<file path="src/rtl/mux_rr_arbiter.sv">
// Round-robin arbiter for one shared datapath resource behind an N:1 mux.
// Produces a one-hot grant plus a binary select for the mux. A grant is held
// until the resource pulses done or the owner drops its request.
// Optional feature: define ARB_TIMEOUT_EN to revoke grants that last HOLD_MAX
// cycles and pulse timeout_o when that happens.
module mux_rr_arbiter #(
  parameter int unsigned N        = 4,
  parameter int unsigned SEL_W    = 2,
  parameter int unsigned HOLD_MAX = 16
) (
  input  logic             clk,
  input  logic             rst,
  input  logic [N-1:0]     req_i,
  input  logic             done_i,
  output logic [N-1:0]     gnt_o,
  output logic [SEL_W-1:0] sel_o,
  output logic             busy_o,
  output logic             timeout_o
);

  typedef enum logic [0:0] {StIdle, StGrant} state_e;

  state_e           state_q, state_d;
  logic [N-1:0]     gnt_q, gnt_d;
  logic [SEL_W-1:0] sel_q, sel_d;
  logic [SEL_W-1:0] ptr_q, ptr_d;
  logic             timeout_q, timeout_d;

  logic             release_norm, release_force, release_any;
  logic             win_valid;
  logic [SEL_W-1:0] win_idx;
  logic [SEL_W-1:0] scan_idx;

`ifdef ARB_TIMEOUT_EN
  logic [7:0]       cnt_q, cnt_d;
`endif

  // Release of the current owner: normal (done or request withdrawn) or forced by the hold limit
  always_comb begin
    release_norm  = (state_q == StGrant) && (done_i || !req_i[sel_q]);
`ifdef ARB_TIMEOUT_EN
    release_force = (state_q == StGrant) && !release_norm && (cnt_q == 8'(HOLD_MAX - 1));
`else
    release_force = 1'b0;
`endif
    release_any   = release_norm || release_force;
    // On release the owner becomes lowest priority for the re-arbitration in this same edge
    ptr_d         = release_any ? sel_q + SEL_W'(1) : ptr_q;
  end

  // Round-robin scan starting at ptr_d, wrapping modulo N (N is a power of two)
  always_comb begin
    win_valid = 1'b0;
    win_idx   = ptr_d;
    scan_idx  = ptr_d;
    for (int unsigned i = 0; i < N; i++) begin
      scan_idx = ptr_d + SEL_W'(i);
      if (!win_valid && req_i[scan_idx]) begin
        win_valid = 1'b1;
        win_idx   = scan_idx;
      end
    end
  end

  // Next-state logic: arbitrate when idle or on release, otherwise hold the grant
  always_comb begin
    state_d   = state_q;
    gnt_d     = gnt_q;
    sel_d     = sel_q;
    timeout_d = 1'b0;
`ifdef ARB_TIMEOUT_EN
    cnt_d     = cnt_q;
`endif
    unique case (state_q)
      StIdle: begin
        if (win_valid) begin
          state_d        = StGrant;
          gnt_d          = '0;
          gnt_d[win_idx] = 1'b1;
          sel_d          = win_idx;
`ifdef ARB_TIMEOUT_EN
          cnt_d          = 8'd0;
`endif
        end
      end
      StGrant: begin
        if (release_any) begin
          timeout_d = release_force;
          if (win_valid) begin
            gnt_d          = '0;
            gnt_d[win_idx] = 1'b1;
            sel_d          = win_idx;
`ifdef ARB_TIMEOUT_EN
            cnt_d          = 8'd0;
`endif
          end else begin
            // sel keeps pointing at the last owner while idle
            state_d = StIdle;
            gnt_d   = '0;
          end
        end else begin
`ifdef ARB_TIMEOUT_EN
          cnt_d = cnt_q + 8'd1;
`endif
        end
      end
      default: begin
        state_d = StIdle;
        gnt_d   = '0;
      end
    endcase
  end

  // State registers with asynchronous reset so a grant drops immediately
  always_ff @(posedge clk or posedge rst) begin
    if (rst) begin
      state_q   <= StIdle;
      gnt_q     <= '0;
      sel_q     <= '0;
      ptr_q     <= '0;
      timeout_q <= 1'b0;
`ifdef ARB_TIMEOUT_EN
      cnt_q     <= 8'd0;
`endif
    end else begin
      state_q   <= state_d;
      gnt_q     <= gnt_d;
      sel_q     <= sel_d;
      ptr_q     <= ptr_d;
      timeout_q <= timeout_d;
`ifdef ARB_TIMEOUT_EN
      cnt_q     <= cnt_d;
`endif
    end
  end

  assign gnt_o     = gnt_q;
  assign sel_o     = sel_q;
  assign busy_o    = |gnt_q;
  assign timeout_o = timeout_q;

endmodule

</file>
<file path="config.mk">
export PLATFORM = sky130hd
export DESIGN_NAME = mux_rr_arbiter
export DESIGN_NICKNAME = d
export VERILOG_FILES = /design/src/rtl/mux_rr_arbiter.sv
export SDC_FILE = /design/constraint.sdc
export NUM_CORES = 1
export LEC_CHECK = 0
export ABC_AREA = 1
export CAP_MARGIN = 0
export CORE_MARGIN = 4
export CORE_UTILIZATION = 51
export CTS_CLUSTER_SIZE = 10
export DETAILED_ROUTE_END_ITERATION = 10
export GPL_TIMING_DRIVEN = 0
export PLACE_DENSITY = 0.8
export SETUP_SLACK_MARGIN = 0.1
export SYNTH_ARGS = -nofsm -noshare
export SYNTH_HDL_FRONTEND = slang
export SYNTH_SLANG_ARGS = --single-unit
</file>
<file path="constraint.sdc">
create_clock -name clk -period 2.7 [get_ports clk]
set_input_delay 0.405 -clock clk [delete_from_list [all_inputs] [get_ports clk]]
set_output_delay 0.405 -clock clk [all_outputs]
set_load 0.01 [all_outputs]
</file>
## Yosys cells after proc, flatten, opt, wreduce, memory -nomap -nowiden

Index checks and enable logic that the tools add are counted.

| operators by class | value |
|---|---|
| $add $sub $neg | 4 |
| magnitude comparators | 7 |
| eq/ne operators | 2 |
| multiplexer cells | 30 |
| bitwise operators | 1 |
| reductions and logical operators | 12 |

Operators with widths:

| operator | number |
|---|---|
| less-than comparator 2 x 3 -> 1 bit (second input constant) | 6 |
| 2-to-1 mux 1 bit | 12 |
| 2-to-1 mux 2 bit | 6 |
| 2-to-1 mux 4 bit | 3 |
| binary-select mux 1 bit (select 2 bit) | 5 |
| one-hot mux 4 bit (2 select lines) | 1 |
| logical AND 1 bit | 5 |
| adder 2 x 1 -> 2 bit (second input constant) | 2 |
| adder 2 bit (second input constant) | 2 |
| logical NOT 1 bit | 4 |
| one-hot mux 2 bit (2 select lines) | 1 |
| OR reduction 4 bit | 1 |
| demux 1 bit (select 2 bit) | 1 |
| >= comparator 2 x 1 -> 1 bit (second input constant) | 1 |
| inequality test 2 x 1 -> 1 bit (second input constant) | 1 |
| inequality test 2 bit (second input constant) | 1 |
| one-hot mux 1 bit (2 select lines) | 1 |
| AND reduction 2 bit | 1 |
| logical OR 1 bit | 1 |
| inverter 1 bit | 1 |

| storage, ports and cells | value |
|---|---|
| register bits | 9 |
| word-level logic and storage cells | 60 |

## Longest topological paths before layout

Gate-level depths: netlist of the first run.

| logic depth | value |
|---|---|
| depth after elaboration | 25 |
| gate-level depth with buffers | 21 |
| gate-level depth less buffers | 21 |

## Worst setup path after synthesis of the first run

OpenSTA, ideal clock, no wires.

| timing | value |
|---|---|
| kind | flip-flop to flip-flop |
| from | reg sel_q[0], in the netlist sel_o[0] |
| to | reg gnt_q[2], in the netlist gnt_o[2] |
| data arrival time | 1897 ps |
| required time | 2576 ps |
| slack | 679 ps |
| cell stages (with the launch flop) | 19 |
| buffers on the path | 0 |
| cell sequence | dfrtp_1 > inv_2 > nand2_1 > nand3_1 > nand2_1 > nand2_2 > nand3_1 > nand2_4 > nand2_1 > nand2_2 > nand2_1 > nand2_1 > nand2_1 > inv_1 > nand2_4 > nor2_1 > inv_1 > nand2_1 > o21bai_1 |

| on the way | value |
|---|---|
| cells in the longest elaborated chain, start to end | 25 |

Ends and longest elaborated chain:

| element | line | RTL |
|---|---|---|
| start, declared | 25 | `logic [SEL_W-1:0] sel_q, sel_d;` |
| start signal, assigned | 128 | `sel_q <= sel_d;` |
| binary-select mux 1 bit (select 2 bit) | 40 | `release_norm = (state_q == StGrant) && (done_i \|\| !req_i[sel_q]);` |
| 2-to-1 mux 1 bit (not written as such) | 40 |  |
| logical NOT 1 bit | 40 |  |
| logical OR 1 bit | 40 |  |
| logical AND 1 bit | 40 |  |
| 2-to-1 mux 2 bit * | 48 | `ptr_d = release_any ? sel_q + SEL_W'(1) : ptr_q;` |
| net ptr_d[0] | 26 | `logic [SEL_W-1:0] ptr_q, ptr_d;` |
| branches (longest 19 deep; another with less-than comparator 2 x 3 -> 1 bit) | -- |  |
| end signal, assigned | 127 | `gnt_q <= gnt_d;` |
| end, declared | 24 | `logic [N-1:0] gnt_q, gnt_d;` |

Mark *: on every way through the listed nets, which the timed path passes. The select of a mux whose other input is x is not followed.
A chain may end at the register's enable or synchronous reset.

## Worst setup path in the final report of the first run

| timing | value |
|---|---|
| from | in req_i[1] |
| to | reg gnt_q[2], in the netlist gnt_o[2] |

| on the way | value |
|---|---|
| cells in the longest elaborated chain, start to end | 25 |

Ends and longest elaborated chain:

| element | line | RTL |
|---|---|---|
| start, declared | 13 | `input logic [N-1:0] req_i,` |
| binary-select mux 1 bit (select 2 bit) * | 40 |  |
| 2-to-1 mux 1 bit (not written as such) * | 40 |  |
| logical NOT 1 bit * | 40 |  |
| logical OR 1 bit * | 40 |  |
| logical AND 1 bit * | 40 |  |
| 2-to-1 mux 2 bit * | 48 |  |
| net ptr_d[0] | 26 |  |
| branches (longest 19 deep; another with less-than comparator 2 x 3 -> 1 bit) | -- |  |

Marked as above.

==> metrics.txt, run 1 <==
clock tree from TritonCTS done; insertion delay to the later sink of the worst-skew pair 260 ps; maximum cell stage delay along the critical path 470 ps; Resize count post-CTS 0; Die Span Y 48.73 µm; HPWL reported at the end of detailed placement 1.410 mm; Seq cells post-synth 9; cell family with the largest share of critical-path delay simple AND/OR/NAND/NOR gates; Cell Rows 14; final weighted congestion of routability-driven global placement 0.8067; fraction of the yosys area taken by sequential cells 0.2663; Die X-Extent 48.73 µm; initial core utilization 0.5487; wire length of the first global-routing pass 2.987 mm; maximum frequency from static timing analysis 426.2 MHz; type of the worst setup path in2reg; worst path arrival time 2500 ps; number of endpoints with negative hold slack in the final report 0; aggregate routed wire length 1.702 mm; Startpoint Class input port; crit-path most repeated cell sky130_fd_sc_hd__nand2_1; maximum clock skew at final layout 4.026 ps; CTS H-tree depth 1; ratio of final minimum period to clock period 0.8689; CTS sink cnt 9; violation count after the first detailed-routing iteration 12; total buffers and inverters traversed by the critical path 3; overflow left after global routing 0; final net count 152; most common cell after layout, fill and taps aside sky130_fd_sc_hd__nand2_1; final count of negative-setup-slack endpoints 0; Max Root-Sink Buffers 2; required time at the worst-slack endpoint 2850 ps; Total Die Area 0.002374 mm²; share of cells above drive strength 1 0.2361; top library cells by usage in the layout, fill and taps aside sky130_fd_sc_hd__nand2_1 (38), sky130_fd_sc_hd__inv_1 (19), sky130_fd_sc_hd__nand3_1 (17), sky130_fd_sc_hd__clkdlybuf4s50_1 (13), sky130_fd_sc_hd__nand2_2 (12); clock-pin slew of the registers on the worst-case setup and hold paths 60 ps; crit path max fanout 8; top-level I/O count 15; endpoint kind of the worst setup timing path register; antenna violation net count after detailed routing 0; CP Cell Sequence clkdlybuf4s50_1 -> inv_1 -> nand2_1 -> nand3_1 -> nand2_1 -> nand2_4 -> nand2_4 -> nand2_2 -> nand2_4 -> nand2_1 -> nand2_2 -> nand2_1 -> nand2_1 -> nand2_1 -> inv_1 -> nand2_4 -> nand2_4 -> nand2_2 -> nand3_1 -> o21bai_1; largest net degree at the start of global routing 10; Slew Viols, Final 0; number of vias in the routed layout 783; number of max-cap violations 0; count of distinct cell types in the synthesized netlist 18; number of inserted diodes 0; Area Growth Syn to Fin 22.34%; final sum of negative setup slack 0 ps; RSZ-0062 raised after global routing no; count of input and output buffers 13; Synth Area per Inst 6.660 µm²; CTS buffer count 3; buffers inserted during post-CTS setup optimization 0; vias in the first global route 693; number of standard cells after synthesis 127; Total Routing Usage GR 0.1552; total core area 0.001541 mm²; WL per Instance 10.64 µm; Warnings, synthesis 0; number of iterations in the first detailed-routing pass 4; DRC viols 0; Post-Synthesis Net Count 134; via density per instance 4.894; initial antenna violation count 0; result of the run finished, final reports clean; time the final worst path needs with I/O delays and setup 2346 ps; cell area after technology mapping 845.8 µm²; fill cell count 136; class of the most critical hold timing path in2async; Post-CTS Hold Buffers 0; CP max stage cell sky130_fd_sc_hd__clkdlybuf4s50_1; root buf cell sky130_fd_sc_hd__clkbuf_4
## synth_stat cells
master                      n  area [µm²]
sky130_fd_sc_hd__nor2_8     1       20.02
sky130_fd_sc_hd__buf_4      1       7.510
sky130_fd_sc_hd__nand3_2    3       30.03
sky130_fd_sc_hd__nor2_2     1       6.260
sky130_fd_sc_hd__conb_1     1       3.750
sky130_fd_sc_hd__o21bai_1   2       15.01
sky130_fd_sc_hd__nand3_1   18       90.09
sky130_fd_sc_hd__dfrtp_1    9       225.2
sky130_fd_sc_hd__nand2_4    8       90.09
sky130_fd_sc_hd__inv_6      1       8.760
sky130_fd_sc_hd__nand2_1   38       142.6
sky130_fd_sc_hd__nand2_2   13       81.33
sky130_fd_sc_hd__inv_2      1       3.750
sky130_fd_sc_hd__o21ai_0    2       10.01
sky130_fd_sc_hd__xnor2_1    1       8.760
sky130_fd_sc_hd__inv_1     19       71.32
sky130_fd_sc_hd__o21ai_1    1       5.000
sky130_fd_sc_hd__nor2_1     7       26.28
## logic make-up (layout without fill, tap and decap cells)
group / count (synthesis) / count (layout) / share of synthesized area
other: 1 / 1 / 0.004434
flip-flops: 9 / 9 / 0.2663
AO/OA/AOI/OAI: 5 / 5 / 0.03549
XOR/XNOR: 1 / 1 / 0.01036
AND/OR/NAND/NOR: 89 / 89 / 0.5755
buffers and inverters: 22 / 39 / 0.1080
## state kept, by name, summed over array words and instances (netlist names)
register and cells:
sel_o 2, state_q 1, ptr_q 2, gnt_o 4
## cell type report
cell class / instances / area, µm² / area share
Multi-Input combinational cell: 96 / 541.8 / 0.5236
Inverter: 21 / 83.83 / 0.08102
Buffer: 1 / 7.507 / 0.007255
Tap cell: 16 / 20.02 / 0.01935
Sequential cell: 9 / 225.2 / 0.2177
Clock buffer: 4 / 26.28 / 0.02539
Timing Repair Buffer: 13 / 130.1 / 0.1258
## worst register-to-register path, cell delays in order (launching register included)
cell	delay, ps
sky130_fd_sc_hd__dfrtp_1	490
sky130_fd_sc_hd__inv_2	80
sky130_fd_sc_hd__nand2_1	60
sky130_fd_sc_hd__nand3_1	60
sky130_fd_sc_hd__nand2_1	110
sky130_fd_sc_hd__nand2_4	90
sky130_fd_sc_hd__nand2_4	100
sky130_fd_sc_hd__nand2_2	80
sky130_fd_sc_hd__nand2_4	110
sky130_fd_sc_hd__nand2_1	90
sky130_fd_sc_hd__nand2_2	90
sky130_fd_sc_hd__nand2_1	50
sky130_fd_sc_hd__nand2_1	90
sky130_fd_sc_hd__nand2_1	90
sky130_fd_sc_hd__inv_1	100
sky130_fd_sc_hd__nand2_4	70
sky130_fd_sc_hd__nand2_4	80
sky130_fd_sc_hd__nand2_2	90
sky130_fd_sc_hd__nand3_1	110
sky130_fd_sc_hd__o21bai_1	70
## layer usage
layer	share of wire	wire, µm	track usage	up-vias
li1	-	-	-	425
met1	0.48	812	0.2045	343
met2	0.48	824	0.2522	13
met3	0.030	51	0.04601	2
met4	0.0082	14	0.02691	0
met5	0	0	0	-
## path summary, 6_finish.rpt
| path | from | to | slack, ps | cells after the start |
|---|---|---|---|---|
| max | req_i[1] | gnt_o[2] | 350 | 20 |
| max reg2reg | sel_o[0] | gnt_o[2] | 460 | 19 |
| min reg2reg | gnt_o[1] | gnt_o[1] | 510 | 2 |
| max in group asynchronous | rst | sel_o[0] | 2070 | 2 |
| min in group clk | gnt_o[1] | gnt_o[1] | 510 | 2 |
| min | rst | gnt_o[3] | 390 | 2 |
## metrics by stage
stage	area (µm²)	util	std cells	setup slack [ps]	hold WS, ps
after floorplan	845.8	-	127	679.1	232.9
after global placement	996.0	0.6461	156	79.09	489.0
after global routing	1035	0.6713	160	103.5	425.7
after CTS	1022	0.6631	160	304.9	400.5
after detailed placement	996.0	0.6461	156	39.56	497.7
final	1035	0.6713	160	354.0	388.2
Power of run 1 is left out: the tool's default activity adds up to more than one toggle a clock period on the data nets, which glitch-free logic cannot reach.
==> inputs of run 2 (changes only) <==
- CORE_ASPECT_RATIO: unset -> 0.6
- CORE_UTILIZATION: 51 -> 35
- PLACE_DENSITY: 0.8 -> 0.59
- SETUP_SLACK_MARGIN: 0.1 -> 0.02
==> run 2 against run 1 <==
Net effect: clock skew down 0.93 ps; die area up 39%; via count down 2.7%; worst hold slack better by 41 ps; non-clock buffer count unchanged.
==> metrics.txt, run 2 (synthesis gave the netlist of run 1 again) <==
number of endpoints with negative hold slack in the final report 0 (unchanged); type of the worst setup path in2reg (unchanged); share of cells above drive strength 1 0.2292 (was 0.2361); WL per Instance 10.72 µm (was 10.64 µm); worst path arrival time 2550 ps (was 2500 ps); Total Die Area 0.003293 mm² (was 0.002374 mm²); Post-CTS Hold Buffers 0 (unchanged); final weighted congestion of routability-driven global placement 0.7491 (was 0.8067); maximum cell stage delay along the critical path 470 ps (about the same); number of iterations in the first detailed-routing pass 6 (was 4); final net count 152 (unchanged); ratio of final minimum period to clock period 0.9019 (was 0.8689); HPWL reported at the end of detailed placement 1.521 mm (was 1.410 mm); CTS buffer count 3 (unchanged); required time at the worst-slack endpoint 2820 ps (was 2850 ps); fill cell count 224 (was 136); clock-pin slew of the registers on the worst-case setup and hold paths 40 ps (was 60 ps); violation count after the first detailed-routing iteration 26 (was 12); top library cells by usage in the layout, fill and taps aside sky130_fd_sc_hd__nand2_1 (38), sky130_fd_sc_hd__inv_1 (19), sky130_fd_sc_hd__nand3_1 (18), sky130_fd_sc_hd__nand2_2 (13), sky130_fd_sc_hd__clkdlybuf4s50_1 (13) (was sky130_fd_sc_hd__nand2_1 (38), sky130_fd_sc_hd__inv_1 (19), sky130_fd_sc_hd__nand3_1 (17), sky130_fd_sc_hd__clkdlybuf4s50_1 (13), sky130_fd_sc_hd__nand2_2 (12)); Area Growth Syn to Fin 25.44% (was 22.34%); Slew Viols, Final 0 (unchanged); initial antenna violation count 0 (unchanged); Max Root-Sink Buffers 2 (unchanged); via density per instance 4.379 (was 4.894); number of inserted diodes 0 (unchanged); number of flip-flops in the largest register 4 (unchanged); total buffers and inverters traversed by the critical path 2 (was 3); clock tree from TritonCTS done (unchanged); CTS sink cnt 9 (unchanged); Die Span Y 46.08 µm (was 48.73 µm); crit path max fanout 9 (was 8); largest net degree at the start of global routing 10 (unchanged); aggregate routed wire length 1.865 mm (was 1.702 mm); top-level I/O count 15 (unchanged); RSZ-0062 raised after global routing no (unchanged); wire length of the first global-routing pass 3.036 mm (was 2.987 mm); Cell Rows 13 (was 14); CTS H-tree depth 1 (unchanged); initial core utilization 0.3796 (was 0.5487); Die X-Extent 71.47 µm (was 48.73 µm); overflow left after global routing 0 (unchanged); endpoint kind of the worst setup timing path register (unchanged); final count of negative-setup-slack endpoints 0 (unchanged); total core area 0.002228 mm² (was 0.001541 mm²); root buf cell sky130_fd_sc_hd__clkbuf_8 (was sky130_fd_sc_hd__clkbuf_4); antenna violation net count after detailed routing 0 (unchanged); maximum frequency from static timing analysis 410.7 MHz (was 426.2 MHz); result of the run finished, final reports clean (unchanged); count of input and output buffers 13 (unchanged); vias in the first global route 698 (was 693); Startpoint Class input port (unchanged); insertion delay to the later sink of the worst-skew pair 230 ps (was 260 ps); maximum clock skew at final layout 3.098 ps (was 4.026 ps); Total Routing Usage GR 0.1224 (was 0.1552); most common cell after layout, fill and taps aside sky130_fd_sc_hd__nand2_1 (unchanged); number of vias in the routed layout 762 (was 783); cell family with the largest share of critical-path delay simple AND/OR/NAND/NOR gates (unchanged); time the final worst path needs with I/O delays and setup 2435 ps (was 2346 ps); CP Cell Sequence clkdlybuf4s50_1 -> inv_1 -> nand2_1 -> nand3_1 -> nand2_1 -> nand2_2 -> nand3_1 -> nand2_4 -> o21ai_0 -> nand2_1 -> nand2_2 -> nor2_8 -> nand2_4 -> nand2_4 -> nand2_2 -> nor2_1 -> o21bai_1 (was clkdlybuf4s50_1 -> inv_1 -> nand2_1 -> nand3_1 -> nand2_1 -> nand2_4 -> nand2_4 -> nand2_2 -> nand2_4 -> nand2_1 -> nand2_2 -> nand2_1 -> nand2_1 -> nand2_1 -> inv_1 -> nand2_4 -> nand2_4 -> nand2_2 -> nand3_1 -> o21bai_1); class of the most critical hold timing path in2async (unchanged); CP max stage cell sky130_fd_sc_hd__clkdlybuf4s50_1 (unchanged); DRC viols 0 (unchanged); final sum of negative setup slack 0 ps (unchanged); number of max-cap violations 0 (unchanged)
run 2: cell count changes in the layout (fill, tap and decap cells not counted):
cell,delta
sky130_fd_sc_hd__clkbuf_4,-3
sky130_fd_sc_hd__clkbuf_8,+3
sky130_fd_sc_hd__nand2_2,+1
sky130_fd_sc_hd__nand2_4,-1
sky130_fd_sc_hd__nand3_1,+1
sky130_fd_sc_hd__nand3_2,-1
run 2: worst reg2reg max path, cell delays in order (launching register included):
cell and delay (ps):
sky130_fd_sc_hd__dfrtp_1 460, sky130_fd_sc_hd__inv_2 100, sky130_fd_sc_hd__nand2_1 50, sky130_fd_sc_hd__nand3_1 60
sky130_fd_sc_hd__nand2_1 60, sky130_fd_sc_hd__nand2_2 120, sky130_fd_sc_hd__nand2_4 100, sky130_fd_sc_hd__nand2_2 100
sky130_fd_sc_hd__nand2_4 90, sky130_fd_sc_hd__o21ai_0 230, sky130_fd_sc_hd__nand2_1 100, sky130_fd_sc_hd__nand2_2 140
sky130_fd_sc_hd__nor2_8 60, sky130_fd_sc_hd__nand2_4 90, sky130_fd_sc_hd__nand2_4 60, sky130_fd_sc_hd__nand2_2 120
sky130_fd_sc_hd__nor2_1 60, sky130_fd_sc_hd__o21bai_1 150
run 2: timing repair:
item	in CTS	in global routing
setup buffers	0	0
endpoints found under the setup margin	0	3
gates resized for setup	0	1
run 2: final cells by class:
cell class / instances / area (µm²) / share of cell area
repair buffers: 13 / 130.1 / 0.1226
well taps: 30 / 37.54 / 0.03538
multi-input cells: 96 / 531.8 / 0.5012
plain buffers: 1 / 7.507 / 0.007075
flip-flops and latches: 9 / 225.2 / 0.2123
clock buffers: 4 / 45.04 / 0.04245
inverters: 21 / 83.83 / 0.07901
run 2: final timing paths:
path / slack [ps] / endpoint / start / cells past startpoint
worst max register to register: 440 / gnt_o[3] / sel_o[0] / 17
worst min-delay path: 430 / gnt_o[0] / rst / 2
worst max-delay path: 260 / gnt_o[3] / req_i[1] / 17
max in group asynchronous: 2020 / sel_o[1] / rst / 2
worst min register to register: 510 / gnt_o[0] / gnt_o[0] / 2
min in group clk: 510 / gnt_o[0] / gnt_o[0] / 2
run 2: metal layers:
layer	vias to the layer above	part of all wire	track usage
met5	-	0	0
met3	0	0.031	0.03922
met1	332	0.53	0.1704
met2	10	0.44	0.1788
li1	420	-	-
met4	0	0	0.04120
run 2: metrics by stage:
step	hold WS, ps	area [µm²]	setup WS (ps)	instances	util
finish	429.3	1061	264.8	174	0.4761
global route	453.7	1061	42.59	174	0.4761
CTS	442.7	1059	240.2	174	0.4750
detailed placement	495.5	1013	5.301	170	0.4548
global placement	491.4	1013	41.33	170	0.4548
floorplan	232.9	845.8	679.1	127	-
Power of run 2 is left out for the same reason.
